**src/rtl/conv1_weight_loader.sv**
```systemverilog
// Streams signed weights into a kernel buffer and presents one complete KSxKS kernel at a time.
// Define CONV1_WLOAD_DOUBLE_BUF_EN for ping-pong banks; default build is a single FILL/FULL bank.
module conv1_weight_loader #(
    parameter int WW = 9,
    parameter int KS = 5,
    parameter int NK = 6
) (
    input  logic                  clk,
    input  logic                  rst,
    input  logic                  w_in_valid,
    output logic                  w_in_ready,
    input  logic [WW-1:0]         w_in_data,
    output logic                  k_out_valid,
    input  logic                  k_out_ready,
    output logic [KS*KS*WW-1:0]   k_out_data,
    output logic [2:0]            k_out_idx,
    output logic                  k_out_last,
    output logic                  frame_done
);

    localparam int unsigned TAPS = KS * KS;
    localparam int unsigned TW   = $clog2(TAPS);
    localparam logic [TW-1:0] TAP_LAST = TW'(TAPS - 1);
    localparam logic [2:0]    IDX_LAST = 3'(NK - 1);

    logic [TW-1:0] tap_cnt_q, tap_cnt_d;
    logic [2:0]    rd_idx_q, rd_idx_d;
    logic          ready_q;
    logic          valid_q;
    logic          frame_done_q;

    logic accept;
    logic take;
    logic last_tap;

    assign accept   = w_in_valid && ready_q;
    assign take     = valid_q && k_out_ready;
    assign last_tap = accept && (tap_cnt_q == TAP_LAST);

    always_comb begin
        tap_cnt_d = tap_cnt_q;
        if (accept) begin
            tap_cnt_d = last_tap ? '0 : tap_cnt_q + 1'b1;
        end
        rd_idx_d = rd_idx_q;
        if (take) begin
            rd_idx_d = (rd_idx_q == IDX_LAST) ? '0 : rd_idx_q + 3'd1;
        end
    end

    always_ff @(posedge clk or posedge rst) begin
        if (rst) begin
            tap_cnt_q    <= '0;
            rd_idx_q     <= '0;
            frame_done_q <= 1'b0;
        end else begin
            tap_cnt_q    <= tap_cnt_d;
            rd_idx_q     <= rd_idx_d;
            frame_done_q <= take && k_out_last;
        end
    end

`ifdef CONV1_WLOAD_DOUBLE_BUF_EN

    logic [WW-1:0] mem_q [2][TAPS];
    logic [1:0]    full_q, full_d;
    logic          wr_bank_q, wr_bank_d;
    logic          rd_bank_q, rd_bank_d;

    // A bank being filled is never full and a bank being read is always full, so the
    // set and clear below can never target the same bank in one cycle.
    always_comb begin
        full_d = full_q;
        if (take) begin
            full_d[rd_bank_q] = 1'b0;
        end
        if (last_tap) begin
            full_d[wr_bank_q] = 1'b1;
        end
        wr_bank_d = wr_bank_q ^ last_tap;
        rd_bank_d = rd_bank_q ^ take;
    end

    always_ff @(posedge clk or posedge rst) begin
        if (rst) begin
            full_q    <= '0;
            wr_bank_q <= 1'b0;
            rd_bank_q <= 1'b0;
            ready_q   <= 1'b0;
            valid_q   <= 1'b0;
        end else begin
            full_q    <= full_d;
            wr_bank_q <= wr_bank_d;
            rd_bank_q <= rd_bank_d;
            ready_q   <= !full_d[wr_bank_d];
            valid_q   <= full_d[rd_bank_d];
        end
    end

    always_ff @(posedge clk) begin
        if (accept) begin
            mem_q[wr_bank_q][tap_cnt_q] <= w_in_data;
        end
    end

    always_comb begin
        k_out_data = '0;
        for (int unsigned t = 0; t < TAPS; t++) begin
            k_out_data[t*WW +: WW] = mem_q[rd_bank_q][t];
        end
    end

`else

    typedef enum logic {
        FILL = 1'b0,
        FULL = 1'b1
    } state_e;

    state_e        state_q;
    logic [WW-1:0] mem_q [TAPS];

    always_ff @(posedge clk or posedge rst) begin
        if (rst) begin
            state_q <= FILL;
            ready_q <= 1'b0;
            valid_q <= 1'b0;
        end else begin
            case (state_q)
                FILL: begin
                    ready_q <= 1'b1;
                    valid_q <= 1'b0;
                    if (last_tap) begin
                        state_q <= FULL;
                        ready_q <= 1'b0;
                        valid_q <= 1'b1;
                    end
                end
                FULL: begin
                    if (take) begin
                        state_q <= FILL;
                        ready_q <= 1'b1;
                        valid_q <= 1'b0;
                    end
                end
                default: begin
                    state_q <= FILL;
                    ready_q <= 1'b0;
                    valid_q <= 1'b0;
                end
            endcase
        end
    end

    always_ff @(posedge clk) begin
        if (accept) begin
            mem_q[tap_cnt_q] <= w_in_data;
        end
    end

    always_comb begin
        k_out_data = '0;
        for (int unsigned t = 0; t < TAPS; t++) begin
            k_out_data[t*WW +: WW] = mem_q[t];
        end
    end

`endif

    assign w_in_ready  = ready_q;
    assign k_out_valid = valid_q;
    assign k_out_idx   = rd_idx_q;
    assign k_out_last  = valid_q && (rd_idx_q == IDX_LAST);
    assign frame_done  = frame_done_q;

endmodule

```
**config.mk**
```make
export PLATFORM = sky130hd
export DESIGN_NAME = conv1_weight_loader
export DESIGN_NICKNAME = d
export VERILOG_FILES = /design/src/rtl/conv1_weight_loader.sv
export SDC_FILE = /design/constraint.sdc
export NUM_CORES = 1
export LEC_CHECK = 0
export BUFFER_PORTS_ARGS = -buffer_cell sky130_fd_sc_hd__buf_2
export CAP_MARGIN = 20
export CORE_MARGIN = 2
export CORE_UTILIZATION = 30
export DETAILED_ROUTE_END_ITERATION = 6
export PLACE_DENSITY_LB_ADDON = 0.25
export SKIP_LAST_GASP = 1
export SLEW_MARGIN = 25
export SYNTH_ARGS = -nofsm -noshare
export SYNTH_HDL_FRONTEND = slang
export SYNTH_SLANG_ARGS = --single-unit
```
**constraint.sdc**
```tcl
create_clock -name clk -period 2.2 [get_ports clk]
set_input_delay 0.44 -clock clk [delete_from_list [all_inputs] [get_ports clk]]
set_output_delay 0.44 -clock clk [all_outputs]
set_load 0.03 [all_outputs]
```
# [After elaboration in Yosys (flattened, before gate mapping)]
# Memory sizes are Yosys's and may differ from the RTL's.
# Cells that the tools add are included.
[op_classes] add_sub_neg=2 eq_ne=3 muxes=12 bitwise_logic=1 n_reduce_logical=5
[ops] op="$mux 1" n=7
[ops] op="$pmux 1 s2" n=3
[ops] op="$add 5x1->5 const B" n=1
[ops] op="$eq 5x5->1 const B" n=1
[ops] op="$logic_and 1x1->1" n=5
[ops] op="$mux 5" n=1
[ops] op="$add 3x1->3 const B" n=1
[ops] op="$eq 3x3->1 const B" n=1
[ops] op="$mux 3" n=1
[ops] op="$ne 2x2->1 const B" n=1
[ops] op="$not 1->1" n=1
[totals] regBits=12 ramBits=225 output_inout_bits=232 memories=1
[mem_list] name="mem_q" depth=25 word_bits=9 read_ports=25 rd_ports_with_merged_regs=0 wr=1 line="121" rtl="logic [WW-1:0] mem_q [TAPS];"

# [Longest topological paths before layout]
# Gate-level depths: netlist (run 1).
[depth] depth_word=4 ltp_mapped=5

# [Worst setup path before layout (run 1)]
# OpenSTA, ideal clock, no wires.
[synth_path] path_type="register to register" from="reg ready_q (netlist: w_in_ready)" to="mem mem_q[17][0] (enable)" setup_ns=0.374 arrival_time_ns=1.493 path_slack_ns=0.332 path_stages_with_launch=4 cell_sequence="dfrtp_1 -> and2_0 -> nand2_1 -> nor2_1"
[synth_between] elab_chain_len=3
[synth_rtl] element="from (decl)" line="28" rtl="logic ready_q;"
[synth_rtl] element="from (signal assigned)" line="126" rtl="ready_q <= 1'b0;"
[synth_rtl] element="from (signal assigned)" line="131" rtl="ready_q <= 1'b1;"
[synth_rtl] element="from (signal assigned)" line="135" rtl="ready_q <= 1'b0;"
[synth_rtl] element="$logic_and 1x1->1" line="36" rtl="assign accept = w_in_valid && ready_q;"
[synth_rtl] element="$mux 1" line="156" rtl="if (accept) begin"
[synth_rtl] element="$mux 1 (not written as such)" line="157" rtl="mem_q[tap_cnt_q] <= w_in_data;"
[synth_rtl] element="to (decl)" line="121"
# No other way between the ends.

# [Worst setup path after layout (run 1)]
[layout_path] from="reg ready_q (netlist: w_in_ready)" to="mem mem_q[5][2] (enable)"
# The elaborated chain is that of the path after synthesis.

==> impl_metrics.toml, run 1 <==
[run_status]
status = "finished clean"

[hold_path]
min_to = "frame_done"
min-delay-start = "k_out_ready"
hold_class = "input pin to flop"
min_path_cells = 2

[die]
io_pins = 245
die_y_um = 162
die_area_um2 = 26300
core_um2 = 24500
die_w_um = 162
rows = 57
initial_core_util = 0.307

[timing]
slew_violations = 0
timing.final.crit_period_ns = 1.87
tightest_slew_ns = 0.712
setup_viol = 0
fin_skew_ns = 0.00744
fmax_mhz = 536
slew_headroom = 0.525
hold_viol = 0
min_period_over_period = 0.848
rsz0062_at_grt = "false"
setup_tns_ns = 0

[logic_synthesis]
synth_fa_ha_area_frac = 0.00666
yosys_warnings = 0
avgSynthCellArea_um2 = 23.8
synthXorXnorAreaFrac = 0.00233
ys_types = 31
syn_area_um2 = 7510
synth_nets = 332
yosysSeqAreaShare = 0.940
synth_simple_gate_area_frac = 0.0373
synth_mux_area_frac = 0
synth_compound_area_frac = 0.0102
synth_top_family_by_area = "simple AND/OR/NAND/NOR gates"
yosys_register_bits = 237
synth_cells = 315

[worst_setup_path]
reg2reg_slack_ns = 0.33
cp_cell_sequence = "and2_0, nand2_1, nor2_1, buf_4"
r2r_end = "mem_q[5][2]"
start_kind = "flop"
cp_max_fo = 9
regToRegStartpoint = "w_in_ready"
cp-end-kind = "flop"
reg2reg_depth = 4
required_ns = 2.41
crit_path_top_delay_cell = "dfrtp_1"
arrival_ns = 2.07
worstSetupPathType = "flop to flop"
crit_path_max_incr_delay_ns = 0.48

[route]
final_antenna_net_count = 0
drc = 0
via_count = 4086
viasPerCell = 4.29
drt_iter0_drc = 259
totalWireLength_um = 19400
first_pass_iters = 4
wl_per_cell_um = 20.4

[placed_design]
placed_cells = 907
placement.io_buffers = 244
place_hpwl_um = 12100
finalWeightedCongestion = 0.717

[power]
switchingPower_mw = 2.63
leakagePower_nw = 3.88
internal-power_mw = 8.19
ir_drop_uv = 691
p_sw_frac = 0.243
powerDensity_nw_per_um2 = 1060
pwr-share-comb = 0.105
seqPwrFrac = 0.497
pwr-share-clk = 0.398

[finish]
syn_to_final_growth_pct = 35.7
multi_input_area_um2 = 424
final_net_count = 628
final_cell_mix = "244 x buf_2, 225 x edfxtp_1, 27 x nor2_1, 26 x buf_4, 25 x clkbuf_16"
diodes = 0
layout_commonest_cell = "buf_2"
seqCellArea_um2 = 7060
fill_cells = 2211
stdcell_count = 953
layout-drive-gt1-share = 0.502

[clock_tree]
cts_htree_levels = 1
cts_buffers = 25
post-cts-setup-buffer-count = 0
numClockSinks = 237
clk_transition_reported_paths_ns = 0.06
cts_root_buf = "clkbuf_16"
cts_buffer_depth = 3
clkLatencyLatePin_ns = 0.50
cts_tree = "done"

[global_routing]
grt_max_degree = 26
grt_first_pass_wirelength_um = 27800
grt.overflow.total = 0
antenna_found_initial = 0
grt_pass1_vias = 4302
grt_use_total = 0.145

[job]
cap_viol_max_count = 0
-- kinds of logic (layout without fill, tap and decap cells) --
kind of cell,count (synthesis),after routing
flip-flops,237,237
AND/OR/NAND/NOR,53,53
AO/OA/AOI/OAI,12,12
buffers and inverters,7,321
adder cells (fa/ha/maj),4,4
XOR/XNOR,2,2
-- power by group through the flow --
stage	logic (mW)	clock network, mW	registers [mW]
final	1.14	4.30	5.38
after global routing	1.24	4.58	5.40
after CTS	1.17	4.41	5.38
after detailed placement	1.17	0	5.47
after global placement	1.15	0	5.46
after floorplan	0.369	0	5.77
-- timing repair --
item                                   CTS  global route
hold buffers                             1             0
resized for setup                        0             0
endpoints found under the hold margin   12             0
-- worst max-delay path, delay by kind of cell, from the launching register on --
kind	cells	cell delay, ns
buffers and inverters	1	0.20
DFF	1	0.48
and+or+nand+nor	3	0.88
-- registers in the layout, summed over array words and instances (netlist names) --
| register | count |
|---|---|
| frame_done | 1 |
| k_out_idx | 3 |
| k_out_valid | 1 |
| mem_q | 225 |
| state_q | 1 |
| tap_cnt_q | 5 |
| w_in_ready | 1 |
-- layer usage --
metal	vias to the layer above	share of wire	track usage
met2	182	0.50	0.249
met5	-	0	0
met4	0	0.018	0.0362
met1	2050	0.41	0.185
li1	1822	-	-
met3	32	0.070	0.0342
-- final cells by class --
| cell class | count | area share |
|---|---|---|
| sequential | 237 | 0.693 |
| clock buffer | 27 | 0.0621 |
| inverter | 5 | 0.00184 |
| clock inverter | 18 | 0.0221 |
| tap | 324 | 0.0398 |
| multi-input combinational | 71 | 0.0416 |
| timing repair buffer | 271 | 0.140 |
-- synth_stat cells --
cell type	instances	area share
and4b_1	1	0.0013
nand2b_1	1	0.00083
and3_2	1	0.0010
and2_0	1	0.00083
o21ai_0	5	0.0033
nand3_1	2	0.0013
nand3b_1	3	0.0030
xnor2_1	1	0.0012
nor2_1	27	0.013
a31o_2	1	0.0012
edfxtp_1	225	0.90
ha_1	4	0.0067
buf_2	1	0.00067
inv_1	5	0.0025
xor2_1	1	0.0012
and3_4	1	0.0015
nand2_1	7	0.0035
a21oi_1	1	0.00067
nor3_1	1	0.00067
a211o_1	1	0.0012
and2_1	1	0.00083
a21o_1	2	0.0020
or3_1	2	0.0017
clkbuf_2	1	0.00067
dfrtp_1	12	0.040
nand3_2	1	0.0013
nor3_2	1	0.0013
nand3_4	1	0.0023
or3b_1	2	0.0023
o211ai_1	1	0.0010
a31oi_1	1	0.00083
-- per-stage QoR --
stage          power, mW  utilization  setup slack, ns  hold WS [ns]  cell area (µm²)
2_1_floorplan       6.14            -            0.332         0.305             7510
3_3_place_gp        6.61        0.381            0.282         0.463             9320
3_5_place_dp        6.64        0.381            0.219         0.500             9320
4_1_cts             11.0        0.417            0.302         0.187            10200
5_1_grt             11.2        0.417            0.191         0.201            10200
6_report            10.8        0.417            0.333         0.204            10200
-- worst max path at each step --
stage,startpoint,to,depth (start not counted)
detailed placement,w_in_valid,mem_q[5][4],5
floorplan,w_in_ready,mem_q[17][0],3
finish,w_in_ready,mem_q[5][2],4
CTS,w_in_ready,mem_q[5][4],4
global placement,w_in_valid,mem_q[5][8],5
global route,w_in_ready,mem_q[5][2],4
Note: power is estimated with default switching activity, not from simulation.
==> run 2: changes to the inputs <==
==> constraint.sdc (replaced) <==
create_clock -name clk -period 1.8 [get_ports clk]
set_input_delay 0.36 -clock clk [delete_from_list [all_inputs] [get_ports clk]]
set_output_delay 0.36 -clock clk [all_outputs]
set_load 0.03 [all_outputs]
==> run 2 against run 1 <==
- critical path depth shrank 2
- routed wire length grew 3.7%
- highest routed layer unchanged
- flip-flop and latch count is the same
- clock skew grew 0.00070 ns
- final cell count grew 1.7%
- combinational power grew 33%
- critical path type is now flop to primary output
- largest power group unchanged
==> impl_metrics.toml, run 2 (synthesis results as in run 1) <==
[die]
die_y_um = 162
die_area_um2 = 26300
die_w_um = 162
rows = 57
io_pins = 245
core_um2 = 24500
initial_core_util = 0.307

[timing]
min_period_over_period = 0.953
slew_headroom = 0.658
rsz0062_at_grt = "false"
fmax_mhz = 583
hold_viol = 0
setup_tns_ns = 0
slew_violations = 0
fin_skew_ns = 0.00815
setup_viol = 0
timing.hold.ws_ns = 0.135
tightest_slew_ns = 0.513
timing.final.crit_period_ns = 1.72

[global_routing]
grt_use_total = 0.150
grt_max_degree = 16
grt.overflow.total = 0
grt_pass1_vias = 4361
antenna_found_initial = 0
grt_first_pass_wirelength_um = 28800

[worst_setup_path]
arrival_ns = 1.36
cp.depth = 2
required_ns = 1.44
path_buf_inv = 1
reg2reg_slack_ns = 0.16
critical_path.top_delay_family = "flip-flops"
cp_cell_sequence = "and4b_1, buf_4"
worstSetupPathType = "flop to primary output"
crit_start = "k_out_idx[1]"
r2r_end = "mem_q[12][4]"
crit_path_top_delay_cell = "dfrtp_1"
crit_path_max_incr_delay_ns = 0.41
crit_end = "k_out_last"
regToRegStartpoint = "tap_cnt_q[0]"
cp_max_fo = 5
cp-end-kind = "primary output"
start_kind = "flop"
reg2reg_depth = 6

[finish]
seqCellArea_um2 = 7060
layout_commonest_cell = "buf_2"
largest_reg_flops = 225
final_cell_mix = "243 x buf_2, 225 x edfxtp_1, 35 x buf_4, 27 x nor2_1, 25 x clkbuf_16"
multi_input_area_um2 = 424
top_register = "mem_q"
fill_cells = 2169
layout-drive-gt1-share = 0.509
diodes = 0
stdcell_count = 969
final_area_um2 = 10400
syn_to_final_growth_pct = 37.9
final_net_count = 644

[power]
ir_drop_uv = 616
leakagePower_nw = 3.98
powerDensity_nw_per_um2 = 1260

[route]
final_antenna_net_count = 0
via_count = 4157
viasPerCell = 4.29
wl_per_cell_um = 20.8
drt_iter0_drc = 329
drc = 0
first_pass_iters = 4
totalWireLength_um = 20200

[clock_tree]
cts_buffers = 25
clkLatencyLatePin_ns = 0.51
cts_root_buf = "clkbuf_16"
cts_buffer_depth = 3
clk_transition_reported_paths_ns = 0.06
post-cts-setup-buffer-count = 0
cts_tree = "done"
numClockSinks = 237
cts_htree_levels = 1

[job]
cap_viol_max_count = 0

[placed_design]
placed_area_um2 = 9540
finalWeightedCongestion = 0.719
placed_cells = 923
place_hpwl_um = 13600
placement.io_buffers = 244

[hold_path]
hold_class = "input pin to flop"

[run_status]
status = "finished clean"
==> run 2: cell count changes in the layout (fill, tap and decap cells not counted), moves of 2 or more <==
cell        before  now
buf_12           0    8
buf_4           26   35
bufinv_16        5    3
clkinv_1         3    6
clkinv_4         0    3
clkinvlp_4       4    0
==> run 2: area by class of cell <==
cell class              instances  area share
well taps                     324      0.0391
flip-flops and latches        237       0.681
multi-input cells              71      0.0410
clock buffers                  28      0.0615
clock inverters                17      0.0158
repair buffers                287       0.159
inverters                       5     0.00181
==> run 2: repair_timing <==
item                                    4_1_cts  5_1_grt
hold buffers                                  1        0
endpoints found under the setup margin        0        1
gates resized for setup                       0        2
endpoints found under the hold margin        12        0
==> run 2: where the power goes <==
part           internal (mW)  switching [mW]
clock network           2.97            2.01
registers               6.39           0.164
logic                  0.440            1.08
==> run 2: worst min-delay path by stage <==
stage,from,endpoint,slack [ns],depth (start not counted)
floorplan,rst,frame_done,0.22,1
global placement,rst,frame_done,0.39,2
detailed placement,rst,frame_done,0.43,2
CTS,k_out_ready,frame_done,0.11,2
global route,k_out_ready,frame_done,0.14,2
finish,k_out_ready,frame_done,0.13,2
==> run 2: metrics by stage <==
step,util,setup slack [ns],power (mW)
2_1_floorplan,-,-0.0676,7.51
3_3_place_gp,0.390,0.122,8.20
3_5_place_dp,0.390,0.105,8.21
4_1_cts,0.423,0.0360,13.2
5_1_grt,0.423,0.0184,13.5
6_report,0.423,0.0843,13.1
==> run 2: layer usage <==
metal,GRT usage,vias up,routed length (µm)
met1,0.194,2099,8420
met2,0.259,171,10100
met3,0.0322,29,1290
li1,-,1858,-
met4,0.0354,0,342
met5,0,-,0
==> run 3: changes to the inputs <==
--- a/config.mk
+++ b/config.mk
@@ -11,6 +11,7 @@
 export CORE_UTILIZATION = 30
 export DETAILED_ROUTE_END_ITERATION = 6
 export PLACE_DENSITY_LB_ADDON = 0.25
+export RECOVER_POWER = 25
 export SKIP_LAST_GASP = 1
 export SLEW_MARGIN = 25
 export SYNTH_ARGS = -nofsm -noshare
==> run 3 against run 2 <==
- clock skew is 0.00088 ns higher
- register-to-register slack hardly changed
- utilization fell by 0.48 points
- flip-flop and latch count stayed put
- count of clock-buffer cells in the layout unchanged
- routed wire length grew 0.13%
- critical path depth unchanged
- largest cell class unchanged
==> impl_metrics.toml, run 3 (synthesis results as in run 1) <==
[route]
viasPerCell = 4.29
first_pass_iters = 4
wl_per_cell_um = 20.8
final_antenna_net_count = 0
drc = 0
via_count = 4154
drt_iter0_drc = 339
totalWireLength_um = 20200

[finish]
top_register = "mem_q"
layout_commonest_cell = "buf_2"
syn_to_final_growth_pct = 36.3
layout-drive-gt1-share = 0.482
diodes = 0
final_cell_mix = "234 x buf_2, 225 x edfxtp_1, 33 x buf_4, 27 x nor2_1, 25 x clkbuf_16"
final_net_count = 644
final_area_um2 = 10200
largest_reg_flops = 225

[global_routing]
grt_first_pass_wirelength_um = 28800
gr-usage-met1 = 0.194
use_met3 = 0.0322
grt_max_degree = 16
top_usage_layer = "met2"
use_met2 = 0.259
antenna_found_initial = 0
grt_pass1_vias = 4361
grt_use_total = 0.150
grt.overflow.total = 0

[timing]
tightest_slew_ns = 1.07
slew_violations = 0
fmax_mhz = 583
setup_tns_ns = 0
slew_headroom = 0.287
rsz0062_at_grt = "false"
min_period_over_period = 0.953
timing.final.crit_period_ns = 1.72
hold_viol = 0
fin_skew_ns = 0.00903
setup_viol = 0

[power]
powerDensity_nw_per_um2 = 1270
seqPwrFrac = 0.503
ir_drop_uv = 608
switchingPower_mw = 3.26
internal-power_mw = 9.77
pwr-share-comb = 0.115
leakagePower_nw = 3.90
pwr-share-clk = 0.382
p_sw_frac = 0.250

[clock_tree]
cts_buffers = 25
cts_htree_levels = 1
cts_buffer_depth = 3
numClockSinks = 237
cts_tree = "done"
cts_root_buf = "clkbuf_16"
post-cts-setup-buffer-count = 0
clkLatencyLatePin_ns = 0.51
clk_transition_reported_paths_ns = 0.06

[worst_setup_path]
crit_path_top_delay_cell = "dfrtp_1"
cp_max_fo = 5
r2r_end = "mem_q[12][4]"
cp_cell_sequence = "and4b_1, buf_4"
arrival_ns = 1.36
cp-end-kind = "primary output"
path_buf_inv = 1
crit_path_max_incr_delay_ns = 0.41
regToRegStartpoint = "tap_cnt_q[0]"
reg2reg_depth = 6
start_kind = "flop"
critical_path.top_delay_family = "flip-flops"
worstSetupPathType = "flop to primary output"
required_ns = 1.44
reg2reg_slack_ns = 0.16

[die]
die_w_um = 162
io_pins = 245
die_y_um = 162
core_um2 = 24500
initial_core_util = 0.307
rows = 57
die_area_um2 = 26300

[placed_design]
finalWeightedCongestion = 0.719
placement.io_buffers = 244
placed_area_um2 = 9540
place_hpwl_um = 13600

[job]
cap_viol_max_count = 0

[hold_path]
min-delay-start = "k_out_ready"
min_to = "frame_done"
min_path_cells = 2
hold_class = "input pin to flop"

[run_status]
status = "finished clean"
-- run 3: changes by cell type in the layout (fill, tap and decap cells not counted) --
cell	delta
buf_2	-9
clkbuf_1	+17
buf_4	-2
buf_12	-6
-- run 3: what timing repair did --
action / CTS / global route
gates resized for setup: 0 / 2
hold buffers: 1 / 0
endpoints found under the setup margin: 0 / 1
endpoints found under the hold margin: 12 / 0
-- run 3: area by class of cell --
cell class | instances | area (µm²)
clock buffers | 28 | 637
clock inverters | 17 | 164
fillers | 2188 | 14200
inverters | 5 | 18.8
multi-input cells | 71 | 424
flip-flops and latches | 237 | 7060
well taps | 324 | 405
repair buffers | 287 | 1530
-- run 3: power by group through the flow --
stage / registers, mW / logic [mW] / clock network, mW
final: 6.56 / 1.49 / 4.98
after global routing: 6.59 / 1.61 / 5.31
after CTS: 6.56 / 1.55 / 5.11
after detailed placement: 6.66 / 1.55 / 0
after global placement: 6.66 / 1.54 / 0
after floorplan: 7.05 / 0.450 / 0
-- run 3: stage by stage --
stage | setup slack (ns) | util | cells | power (mW) | hold slack [ns]
finish | 0.0842 | 0.419 | 969 | 13.0 | 0.133
global route | 0.0184 | 0.419 | 969 | 13.5 | 0.141
CTS | 0.0360 | 0.423 | 969 | 13.2 | 0.110
detailed placement | 0.105 | 0.390 | 923 | 8.21 | 0.427
global placement | 0.122 | 0.390 | 923 | 8.20 | 0.394
floorplan | -0.0676 | - | 315 | 7.51 | 0.225
-- run 3: how the worst max path moves through the flow --
stage | cells past startpoint | start | slack [ns] | endpoint
after floorplan | 3 | w_in_ready | -0.07 | mem_q[17][0]
after global placement | 6 | w_in_valid | 0.12 | mem_q[22][8]
after detailed placement | 6 | w_in_valid | 0.11 | mem_q[22][2]
after CTS | 2 | k_out_idx[1] | 0.04 | k_out_last
after global routing | 5 | tap_cnt_q[0] | 0.02 | mem_q[24][7]
final | 2 | k_out_idx[1] | 0.08 | k_out_last
-- run 3: worst reg2reg max path: cells and delay by family (launching register included) --
family / cells / cell delay, ns
buf+inv: 3 / 0.51
flops: 1 / 0.41
simple gates: 2 / 0.22
fa+ha+maj: 1 / 0.20
-- run 3: per-layer routing --
layer  share of wire  up-vias
li1                -     1857
met1            0.42     2097
met2            0.50      171
met3           0.063       29
met4           0.017        0
met5               0        -
